`src/rtl/bidi_bus_arbiter.sv`:
```
// Two-sided owner arbiter for a shared bidirectional link: mutually exclusive drive enables
// with guaranteed turnaround dead cycles. Define BIDI_BURST_LIMIT_EN to cap ownership at MAX_BURST.
module bidi_bus_arbiter #(
   parameter int unsigned TURN_CYCLES = 2,
   parameter int unsigned MAX_BURST   = 8
) (
   input  logic clk,
   input  logic rst_n,
   input  logic req_a,
   input  logic req_b,
   input  logic done_a,
   input  logic done_b,
   output logic gnt_a,
   output logic gnt_b,
   output logic a_drv_en,
   output logic b_drv_en,
   output logic turn_active,
   output logic burst_expired
);

   typedef enum logic [1:0] {StIdle, StOwnA, StOwnB, StTurn} state_e;

   localparam logic [3:0] TurnLoad = 4'(TURN_CYCLES - 1);
   localparam logic [7:0] MaxBurst = 8'(MAX_BURST);

   state_e     state_q;
   logic       last_b_q;
   logic [3:0] turn_cnt_q;
   logic       gnt_a_q;
   logic       gnt_b_q;
   logic       turn_q;
   logic       expired_q;
   logic       burst_hit;
   logic       pick_a;

`ifdef BIDI_BURST_LIMIT_EN
   logic [7:0] burst_cnt_q;
   logic [7:0] burst_inc;

   assign burst_inc = (burst_cnt_q < MaxBurst) ? burst_cnt_q + 8'd1 : burst_cnt_q;
   assign burst_hit = (burst_inc >= MaxBurst);

   // Counter is held at zero outside ownership, so it is already clear on entry.
   always_ff @(posedge clk) begin
      if (!rst_n) begin
         burst_cnt_q <= 8'd0;
      end else if (state_q == StOwnA || state_q == StOwnB) begin
         burst_cnt_q <= burst_inc;
      end else begin
         burst_cnt_q <= 8'd0;
      end
   end
`else
   logic unused_max_burst;

   assign burst_hit        = 1'b0;
   assign unused_max_burst = ^MaxBurst;
`endif

   // Round-robin tie break: A wins unless A owned last.
   assign pick_a = req_a && (!req_b || last_b_q);

   always_ff @(posedge clk) begin
      if (!rst_n) begin
         state_q    <= StIdle;
         last_b_q   <= 1'b1;
         turn_cnt_q <= 4'd0;
         gnt_a_q    <= 1'b0;
         gnt_b_q    <= 1'b0;
         turn_q     <= 1'b0;
         expired_q  <= 1'b0;
      end else begin
         expired_q <= 1'b0;
         unique case (state_q)
            StIdle: begin
               if (pick_a) begin
                  state_q <= StOwnA;
                  gnt_a_q <= 1'b1;
               end else if (req_b) begin
                  state_q <= StOwnB;
                  gnt_b_q <= 1'b1;
               end
            end
            StOwnA: begin
               if (done_a || !req_a || burst_hit) begin
                  state_q    <= StTurn;
                  turn_cnt_q <= TurnLoad;
                  last_b_q   <= 1'b0;
                  gnt_a_q    <= 1'b0;
                  turn_q     <= 1'b1;
                  expired_q  <= burst_hit && req_a && !done_a;
               end
            end
            StOwnB: begin
               if (done_b || !req_b || burst_hit) begin
                  state_q    <= StTurn;
                  turn_cnt_q <= TurnLoad;
                  last_b_q   <= 1'b1;
                  gnt_b_q    <= 1'b0;
                  turn_q     <= 1'b1;
                  expired_q  <= burst_hit && req_b && !done_b;
               end
            end
            StTurn: begin
               if (turn_cnt_q == 4'd0) begin
                  state_q <= StIdle;
                  turn_q  <= 1'b0;
               end else begin
                  turn_cnt_q <= turn_cnt_q - 4'd1;
               end
            end
            default: state_q <= StIdle;
         endcase
      end
   end

   assign gnt_a         = gnt_a_q;
   assign gnt_b         = gnt_b_q;
   assign a_drv_en      = gnt_a_q;
   assign b_drv_en      = gnt_b_q;
   assign turn_active   = turn_q;
   assign burst_expired = expired_q;

endmodule

```
`config.mk`:
```
export PLATFORM = sky130hd
export DESIGN_NAME = bidi_bus_arbiter
export DESIGN_NICKNAME = d
export VERILOG_FILES = /design/src/rtl/bidi_bus_arbiter.sv
export SDC_FILE = /design/constraint.sdc
export NUM_CORES = 1
export LEC_CHECK = 0
export BUFFER_PORTS_ARGS = -buffer_cell sky130_fd_sc_hd__buf_2
export CAP_MARGIN = 20
export CELL_PAD_IN_SITES_DETAIL_PLACEMENT = 2
export CELL_PAD_IN_SITES_GLOBAL_PLACEMENT = 2
export CORE_MARGIN = 3
export CORE_UTILIZATION = 28
export CTS_CLUSTER_DIAMETER = 50
export CTS_CLUSTER_SIZE = 40
export DETAILED_ROUTE_END_ITERATION = 8
export MAX_ROUTING_LAYER = met4
export PLACE_DENSITY_LB_ADDON = 0.1
export SLEW_MARGIN = 0
export SYNTH_ARGS = -nofsm -noshare
export SYNTH_HDL_FRONTEND = slang
export SYNTH_SLANG_ARGS = --single-unit
```
`constraint.sdc`:
```
create_clock -name clk -period 1.89 [get_ports clk]
set_input_delay 0.2835 -clock clk [delete_from_list [all_inputs] [get_ports clk]]
set_output_delay 0.2835 -clock clk [all_outputs]
set_load 0.005 [all_outputs]
```
# Word-level counts from Yosys, hierarchy flattened
# Cells that the tools add are included.
# W data, S select, Z words.
# totals
reg_bits,10
latchBits,0
ram_bits,0
rom_bits,0
in_bits,6
output_inout_bits,6
elab_cells,58
memories,0
# classes
add_sub_neg,1
n_mul,0
n_div,0
magnitude_cmp,0
n_eq_ne,11
shifts,0
n_mux,22
n_bitwise,0
reduce_logical,18
# ops
op,n
$reduce_and A4 Y1,4
$ne A2 B2 Y1 const B,7
$mux W4,3
$pmux W4 S3,1
$mux W2,5
$mux W1,8
$pmux W2 S4,1
$pmux W1 S2,3
$reduce_and A3 Y1,2
$reduce_bool A2 Y1,3
$eq A2 B2 Y1 const B,2
$logic_not A4 Y1,1
$sub A4 B1 Y4 const B,1
$logic_or A1 B1 Y1,3
$ne A3 B3 Y1 const B,1
$pmux W1 S3,1
$reduce_bool A3 Y1,1
$eq A2 B1 Y1 const B,1
$logic_not A1 Y1,2
$logic_not A2 Y1,1
$logic_and A1 B1 Y1,1

# Logic depth before layout (Yosys ltp)
# Gate-level depths: netlist (run 1).
# depth
ltp_word,5
depth_mapped,6
depth_no_buf,6

# Worst setup path before layout (run 1)
# OpenSTA, ideal clock, no wires.
# synth_timing
path_type,reg-to-reg
start,register state_q[0]
end,register turn_cnt_q[3]
setup_ns,0.116
arrival_ns,1.483
t_required_ns,1.774
setup_slack_ns,0.290
stages_incl_launch_ff,7
path_buffers,0
synth_period_minus_slack_ns,1.600
cell_sequence,dfxtp_1 > inv_1 > ha_1 > and3b_4 > nor4_4 > a21oi_1 > a41o_1
# synth_via
elab_chain_len,3
elab_cells_between_ends,9
cone_classes,eq/ne: 6; mux: 1; reduce/logical: 2
# synth_lines
element,line,rtl
from (decl),26,state_e state_q;
from (signal assigned),65,state_q <= StIdle;
from (signal assigned),77,state_q <= StOwnA;
from (signal assigned),80,state_q <= StOwnB;
$eq A2 B2 Y1 / $eq A2 B1 Y1 (equally long branches),74,unique case (state_q)
$ne A2 B2 Y1 (no source line) / $reduce_bool A3 Y1 (equally long branches),--,
$reduce_and A4 Y1 (no source line),--,
to (signal assigned),87,turn_cnt_q <= TurnLoad;
to (signal assigned),97,turn_cnt_q <= TurnLoad;
to (signal assigned),109,turn_cnt_q <= turn_cnt_q - 4'd1;
to (decl),28,logic [3:0] turn_cnt_q;
# Several ways; a longest one is shown, not always the timed one.
# A chain may end at the register's enable or synchronous reset.

# Final worst setup path (run 1)
# layout_timing
start,register state_q[0]
end,register turn_cnt_q[2]
# The elaborated chain is that of the path after synthesis.

==> results of run 1 <==
[worst max path at each step]
stage                  start       endpoint  slack [ns]  cells after the start
4_1_cts           state_q[0]  turn_cnt_q[3]        0.09                      6
2_1_floorplan     state_q[0]  turn_cnt_q[3]        0.29                      6
3_5_place_dp      state_q[0]  turn_cnt_q[3]        0.11                      6
6_report          state_q[0]  turn_cnt_q[2]        0.17                      6
5_1_grt        turn_cnt_q[0]  turn_cnt_q[3]        0.02                      6
3_3_place_gp      state_q[0]  turn_cnt_q[3]        0.13                      6
[where the power goes]
| group | internal (mW) | switching (mW) | total, mW |
|---|---|---|---|
| clock | 0.0734 | 0.0758 | 0.149 |
| combinational | 0.333 | 0.382 | 0.715 |
| sequential | 0.290 | 0.0667 | 0.356 |
[layer usage]
metal,GRT usage (%),up-vias,wire length (um)
li1,-,312,-
met1,19.7,295,988
met2,18.7,10,767
met3,2.71,2,66
met4,2.98,0,13
met5,-,-,0
[final cells by class]
| class | instances | share of cell area (%) |
|---|---|---|
| repair buffers | 11 | 6.91 |
| well taps | 28 | 4.20 |
| inverters | 9 | 4.05 |
| clock buffers | 3 | 2.70 |
| flip-flops and latches | 10 | 24.6 |
| multi-input cells | 59 | 57.5 |
[kinds of logic after synthesis]
logic type / Yosys count
adder cells (fa/ha/maj): 8
multiplexers: 2
AND/OR/NAND/NOR: 28
flip-flops: 10
AO/OA/AOI/OAI: 20
other: 1
buffers and inverters: 13
[per-stage QoR]
stage                     instances  setup slack (ns)
after floorplan                  82             0.290
after global placement          117             0.132
after detailed placement        117             0.110
after CTS                       120            0.0852
after global routing            120            0.0224
final                           120             0.165
[Yosys cell counts, drive strengths merged, types with 2 or more instances]
cell and n:
a211oi 2, a21oi 3, and3b 2, buf 3
dfxtp 10, ha 8, inv 9, mux2i 2
nand2 6, nand3 3, nor2 8, nor2b 2
o22ai 2
[cell usage in the layout (no fill, tap or decap), types with 2 or more instances in the layout]
cell / synthesis / layout
buf_2: 0 / 10
inv_1: 9 / 9
ha_1: 8 / 8
nor2_1: 7 / 7
nand2_1: 6 / 6
dfxtp_1: 10 / 6
dfxtp_2: 0 / 4
a21oi_1: 3 / 3
nand3_1: 3 / 3
clkbuf_4: 0 / 3
and3b_4: 2 / 2
nor2b_1: 2 / 2
o22ai_1: 2 / 2
mux2i_1: 2 / 2
a211oi_1: 2 / 2
[flip-flops by register name (all words and copies together), names as in the netlist]
name / flops
state_q: 2
b_drv_en: 1
turn_active: 1
turn_cnt_q: 4
last_b_q: 1
a_drv_en: 1
[worst max-delay path: stages, from the launching register on]
cell and delay (ns):
dfxtp_2 0.37, inv_1 0.10, ha_1 0.25, and3b_4 0.24, or3_4 0.41, a21oi_1 0.15
o22ai_1 0.09
==> metrics, run 1 <==
status finished, final reports clean; Post-synth EDFFs 0; max cap viols 0; count of pins over their slew limit 0; Synth Area in Simple Gates between 20% and 30%; Clock Sinks 10; Setup Buffers After CTS 0; Max Freq roughly 580 MHz; Tightest Hold Check Type in -> reg; Worst Skew 0.00874 ns; Final Cycle Share between 90 and 100%; Final nets roughly 110; Iter 0 DRT Violations 3; Yosys cell types 36; FILL cells 261; Synth Cell Area around 740 sq um; Yosys top cell by area dfxtp_1; Via-to-Cell Ratio between 5 and 6; R2R Setup Slk between 0.15 and 0.2 ns; Final setup viols 0; Yosys reg bits 10; DRC violations left 0; Clock Tree Root clkbuf_4; WP data required approximately 2 ns; CTS tree done; Hold EP turn_active; fraction of the mapped netlist area in compound gates 22.8%; largest net degree at the start of global routing 9; worst r2r path cells 6; first-pass GRT wire length 3420 um; CP Capture Type flop; die area about 3300 sq um; Async S/R FF share, synth 0%; Worst Path Arrival between 1.5 and 2 ns; gpl congestion 0.745; Routed WL between 1500 and 2000 um; share of cells above drive strength 1 between 20% and 30%; number of antenna diodes 0; RSZ-0062 raised after global routing no; Die Span Y approximately 57 um; post-synthesis sequential area ratio 27.1%; Clock Path Buffers 2; total power divided by cell area roughly 1500 nW/um^2; vias in the first global route between 600 and 700; Post-DP HPWL ~1500 um; number of I/O pins 12; RR Startpoint state_q[0]; Startpoint Class flop; Setup TNS 0 ns; IO buf count 10; Post-Syn Area per Cell approximately 9.0 sq um; Yosys Warn Count 0; fin crit period 1.72 ns; Tot Pwr 1.22 mW; core box area 2360 sq um; total congestion overflow 0; Layout area overhead 12.7%; storage element area 205 sq um; XOR/XNOR Fraction of Synth Area 0%; die span in x approximately 57 um; largest family of logic cells by synthesized area simple AND/OR/NAND/NOR gates; Synth Area in Adders between 10% and 20%; Gate Count Post-Synth 82; Skew-Pair Late Insertion Delay approximately 0.26 ns; Post-CTS Resized 0; H-tree Lvls 1; hold path cells 3; ys flop type dfxtp_1; antenna-violating nets left 0; synth top area cells dfxtp_1 (27%), ha_1 (14%), inv_1 (4.6%); Synth top area share between 20% and 30%; CTS Buf Count 3; Final Instance Area roughly 830 sq um; Crit Path Max Fanout 5; LEAKAGE around 0.42 nW; DR pass1 iterations 4; Util after Layout 35.3%; multi-input logic area between 400 and 500 sq um; VDD IR max between 0.0004 and 0.0005 V; antenna violations before repair 0; routed len/inst roughly 15 um; mux cell area share after synthesis around 2.7%; cell row count 17; final hold slack 0.359 ns; vias 619; hold buffers post-CTS 0; gr usage total roughly 13%; Syn Nets 96; Hold Startpoint rst_n; clock-pin slew on the worst setup and hold paths approximately 0.080 ns; Initial Utilization between 30% and 40%; crit path kind reg -> reg; reg2reg end turn_cnt_q[2]; final hold viol count 0; placed inst area 806 sq um
No activity file was read; power rests on OpenSTA's default activity.
==> run 2, diff against run 1 <==
CELL_PAD_IN_SITES_DETAIL_PLACEMENT = 0   (was 2)
CELL_PAD_IN_SITES_GLOBAL_PLACEMENT = 1   (was 2)
==> run 2 against run 1 <==
  * Critical path depth is the same
  * Clock skew decreased by 0.0030 ns
  * Routed wire length is 15% lower
  * Die area is the same
==> metrics, run 2 (same netlist as run 1, synthesis figures left out) <==
status finished, final reports clean; count of pins over their slew limit 0; share of cells above drive strength 1 approximately a quarter; Final Cycle Share approximately nine tenths; total congestion overflow 0; final hold slack about 0.36 ns; H-tree Lvls 1; met3 Use GR 4.07%; Util after Layout between 30% and 40%; Routed WL approximately 1600 um; Post-DP HPWL approximately 1200 um; Startpoint Class flop; Final setup viols 0; Iter 0 DRT Violations 10; Largest register FFs 4; DR pass1 iterations 5; Clock Tree Root clkbuf_4; Skew-Pair Late Insertion Delay 0.27 ns; cell row count 17; crit path kind reg -> reg; CTS Buf Count 3; clock-pin slew on the worst setup and hold paths around 0.070 ns; Clock Sinks 10; multi-input logic area approximately 480 sq um; LEAKAGE 0.429 nW; Setup TNS 0 ns; vias in the first global route between 600 and 700; GRT met1 Usage ~14%; die span in x between 50 and 60 um; die area around 3300 sq um; VDD IR max between 0.0005 and 0.0006 V; routed len/inst 12.7 um; final hold viol count 0; Initial Utilization about 31%; CP Capture Type flop; max cap viols 0; Tightest Hold Check Type in -> reg; total power divided by cell area between 1000 and 1500 nW/um^2; Via-to-Cell Ratio 4.83; fin crit period 1.70 ns; first-pass GRT wire length 2840 um; commonest non-fill, non-tap cells in the layout buf_2 (10), inv_1 (9), dfxtp_1 (9); IO buf count 10; Layout area overhead 15.1%; Die Span Y approximately 57 um; DRC violations left 0; Top reg by flops turn_cnt_q; gr usage total 11.3%; WP data required 2.04 ns; gpl congestion 0.683; gr busiest metal met2; CTS tree done; number of I/O pins 12; storage element area 201 sq um; Regs by FF count turn_cnt_q (4), state_q (2); vias about 590; number of antenna diodes 0; met2 usage 16.6%; Crit Path Max Fanout 5; Tot Pwr ~1.2 mW; largest net degree at the start of global routing 9; antenna violations before repair 0; antenna-violating nets left 0; FILL cells 238; Worst Skew around 0.0057 ns; Clock Path Buffers 2; RSZ-0062 raised after global routing no; Worst Path Arrival around 1.9 ns; Max Freq 589 MHz; Final nets 109; commonest non-fill, non-tap cell in the layout buf_2; core box area 2360 sq um
## run 2: changes by cell type in the layout (fill, tap and decap cells not counted)
cell / change
clkbuf_8: +1
buf_4: +1
dfxtp_2: -3
dfxtp_1: +3
## run 2: metal layers
layer	share of wire (%)	wire length [um]	vias up
met5	0	0	-
met4	0.77	12	0
met3	3.7	58	2
met2	43	670	8
met1	52	813	265
li1	-	-	314
## run 2: power breakdown
| group | leakage (nW) | internal (mW) | switching (mW) | total (mW) |
|---|---|---|---|---|
| sequential | 0.0827 | 0.285 | 0.0630 | 0.348 |
| combinational | 0.325 | 0.350 | 0.360 | 0.709 |
| clock | 0.0210 | 0.117 | 0.0748 | 0.192 |
| total | 0.429 | 0.751 | 0.498 | 1.25 |
## run 2: worst paths after layout
check,from,end,slack [ns],cells after the start
setup / recovery,state_q[0],turn_cnt_q[2],0.19,6
hold / removal,rst_n,state_q[1],0.36,3
setup reg to reg,state_q[0],turn_cnt_q[2],0.19,6
hold reg to reg,turn_active,turn_active,0.46,2
## run 2: timing repair
action / CTS / global route
hold buffers: 0 / 0
setup endpoints to repair: 0 / 2
gates resized for setup: 0 / 1
setup buffers: 0 / 1
hold endpoints to repair: 0 / 0
## run 2: through the flow
stage	cells	setup WS [ns]	instance area [sq um]
6_report	122	0.192	851
3_3_place_gp	117	0.143	806
4_1_cts	121	0.109	842
2_1_floorplan	82	0.290	739
3_5_place_dp	117	0.137	806
5_1_grt	122	0.0730	851
## run 2: layout make-up
class	count	share of cell area, %
timing repair buffer	12	7.65
inverter	9	3.97
tap	28	4.12
sequential	10	23.7
clock buffer	4	4.26
multi-input combinational	59	56.3
## run 2: worst max-delay path, stage by stage, from the launching register on
cell     delay (ns)
dfxtp_1        0.39
inv_1          0.11
ha_1           0.24
and3b_4        0.23
or3_4          0.40
a21oi_1        0.12
o22ai_1        0.08
==> run 3, diff against run 2 <==
GPL_TIMING_DRIVEN = 0   (was not set)
==> run 3 against run 2 <==
  * First-iteration DRC count is the same
  * Sequential share of layout area grew 0.098 points
  * Critical path depth is the same
  * Count of clock-buffer cells in the layout shrank 1
  * Global-route usage shrank 0.57 points
  * Critical path type unchanged
  * Cell count is the same
  * Register-to-register slack lost 0.09 ns
  * Utilization shrank 0.37 points
  * Combinational power grew 1%
==> metrics, run 3 (same netlist as run 1, synthesis figures left out) <==
gpl congestion between 0.7 and 0.8; Setup TNS 0 ns; WP data required just over 2 ns; sequential power share between 20% and 30%; number of antenna diodes 0; Hold EP a_drv_en; H-tree Lvls 1; Top reg by flops turn_cnt_q; fin crit period 1.78 ns; Largest register FFs 4; antenna violations before repair 0; die area 3290 sq um; hold buffers post-CTS 0; Gate power share a little under 60%; Final setup viols 0; final hold slack 0.398 ns; count of pins over their slew limit 0; Max Freq ~560 MHz; number of I/O pins 12; Switching Fraction roughly two fifths; Tightest Hold Check Type in -> reg; core box area roughly 2400 sq um; post-placement cell count 119; R2R Setup Slk between 0.1 and 0.15 ns; Final Cycle Share a little over nine tenths; die span in x 57.4 um; Util after Layout a little over a third; Tot Pwr 1.21 mW; Skew-Pair Late Insertion Delay 0.26 ns; Final Instance Area 842 sq um; routed len/inst around 13 um; Worst Skew between 0.0002 and 0.00025 ns; dpl ws between 0.1 and 0.15 ns; clock-pin slew on the worst setup and hold paths roughly 0.06 ns; CP Capture Type flop; antenna-violating nets left 0; final hold viol count 0; reg2reg end turn_cnt_q[3]; vias about 600; Final nets 110; Die Span Y about 57 um; clock power share between 10% and 20%; largest net degree at the start of global routing 9; DRC violations left 0; Layout area overhead 13.9%; hold path cells 4; LEAKAGE approximately 0.42 nW; Post-CTS Resized 0; commonest non-fill, non-tap cells in the layout dfxtp_1 (10), inv_1 (9), buf_2 (9); IO buf count 9; FILL cells ~260; Psw slightly above 0.5 mW; CTS Buf Count 3; total congestion overflow 0; Clock Sinks 10; Via-to-Cell Ratio 4.93; share of cells above drive strength 1 approximately a quarter; Startpoint Class flop; Clock Path Buffers 2; worst r2r path cells 6; max cap viols 0; Hold Startpoint done_a; Routed WL about 1500 um; vias in the first global route 574; first-pass GRT wire length 2620 um; fin cells around 120; DR pass1 iterations 4; Post-DP HPWL 1220 um; gr usage total 10.7%; crit path kind reg -> reg; Regs by FF count turn_cnt_q (4), state_q (2); Worst Path Arrival between 1.5 and 2 ns; Setup Buffers After CTS 0; status finished, final reports clean; placed inst area roughly 820 sq um; Clock Tree Root clkbuf_4; cell internal pwr slightly above 0.7 mW; Iter 0 DRT Violations 10; commonest non-fill, non-tap cell in the layout dfxtp_1; RSZ-0062 raised after global routing no; cell row count 17; total power divided by cell area roughly 1400 nW/um^2; CTS tree done; RR Startpoint state_q[0]; PnR worst setup slack ~0.11 ns; Crit Path Max Fanout 4; VDD IR max 0.000534 V; Initial Utilization around 31%
[run 3: cell counts in the layout (fill, tap and decap cells not counted)]
Identical to the previous run, type by type.
[run 3: layout make-up]
cell class,instances,area (sq um),share of cell area [%]
plain buffers,4,26.3,3.12
clock buffers,3,22.5,2.67
inverters,9,33.8,4.01
multi-input cells,59,479,56.9
flip-flops and latches,10,200,23.8
well taps,28,35.0,4.16
repair buffers,9,45.0,5.35
[run 3: worst max-delay path, cell delays in order, from the launching register on]
cell,delay (ns)
dfxtp_1,0.39
inv_1,0.12
ha_1,0.25
and3b_4,0.23
nor4_4,0.37
a21oi_1,0.11
a41o_1,0.21
[run 3: layer usage]
metal	vias to the layer above	GRT usage (%)	share of wire, %
met2	9	15.8	44
met3	2	4.98	3.7
met1	277	13.4	51
met5	-	-	0
met4	0	1.99	1.2
li1	314	-	-
[run 3: worst max-delay path by stage]
stage                     slack, ns  startpoint             to  cells past startpoint
after global placement         0.14  state_q[0]  turn_cnt_q[3]                      6
after global routing          0.004  state_q[0]  turn_cnt_q[3]                      6
after detailed placement       0.12  state_q[0]  turn_cnt_q[3]                      6
final                          0.11  state_q[0]  turn_cnt_q[3]                      6
after floorplan                0.29  state_q[0]  turn_cnt_q[3]                      6
after CTS                       0.1  state_q[0]  turn_cnt_q[3]                      6
[run 3: power by group through the flow]
stage / combinational [mW] / sequential, mW / clock [mW]
CTS: 0.724 / 0.352 / 0.154
detailed placement: 0.721 / 0.357 / 0
finish: 0.717 / 0.350 / 0.146
global route: 0.802 / 0.365 / 0.169
floorplan: 0.560 / 0.342 / 0
global placement: 0.718 / 0.351 / 0
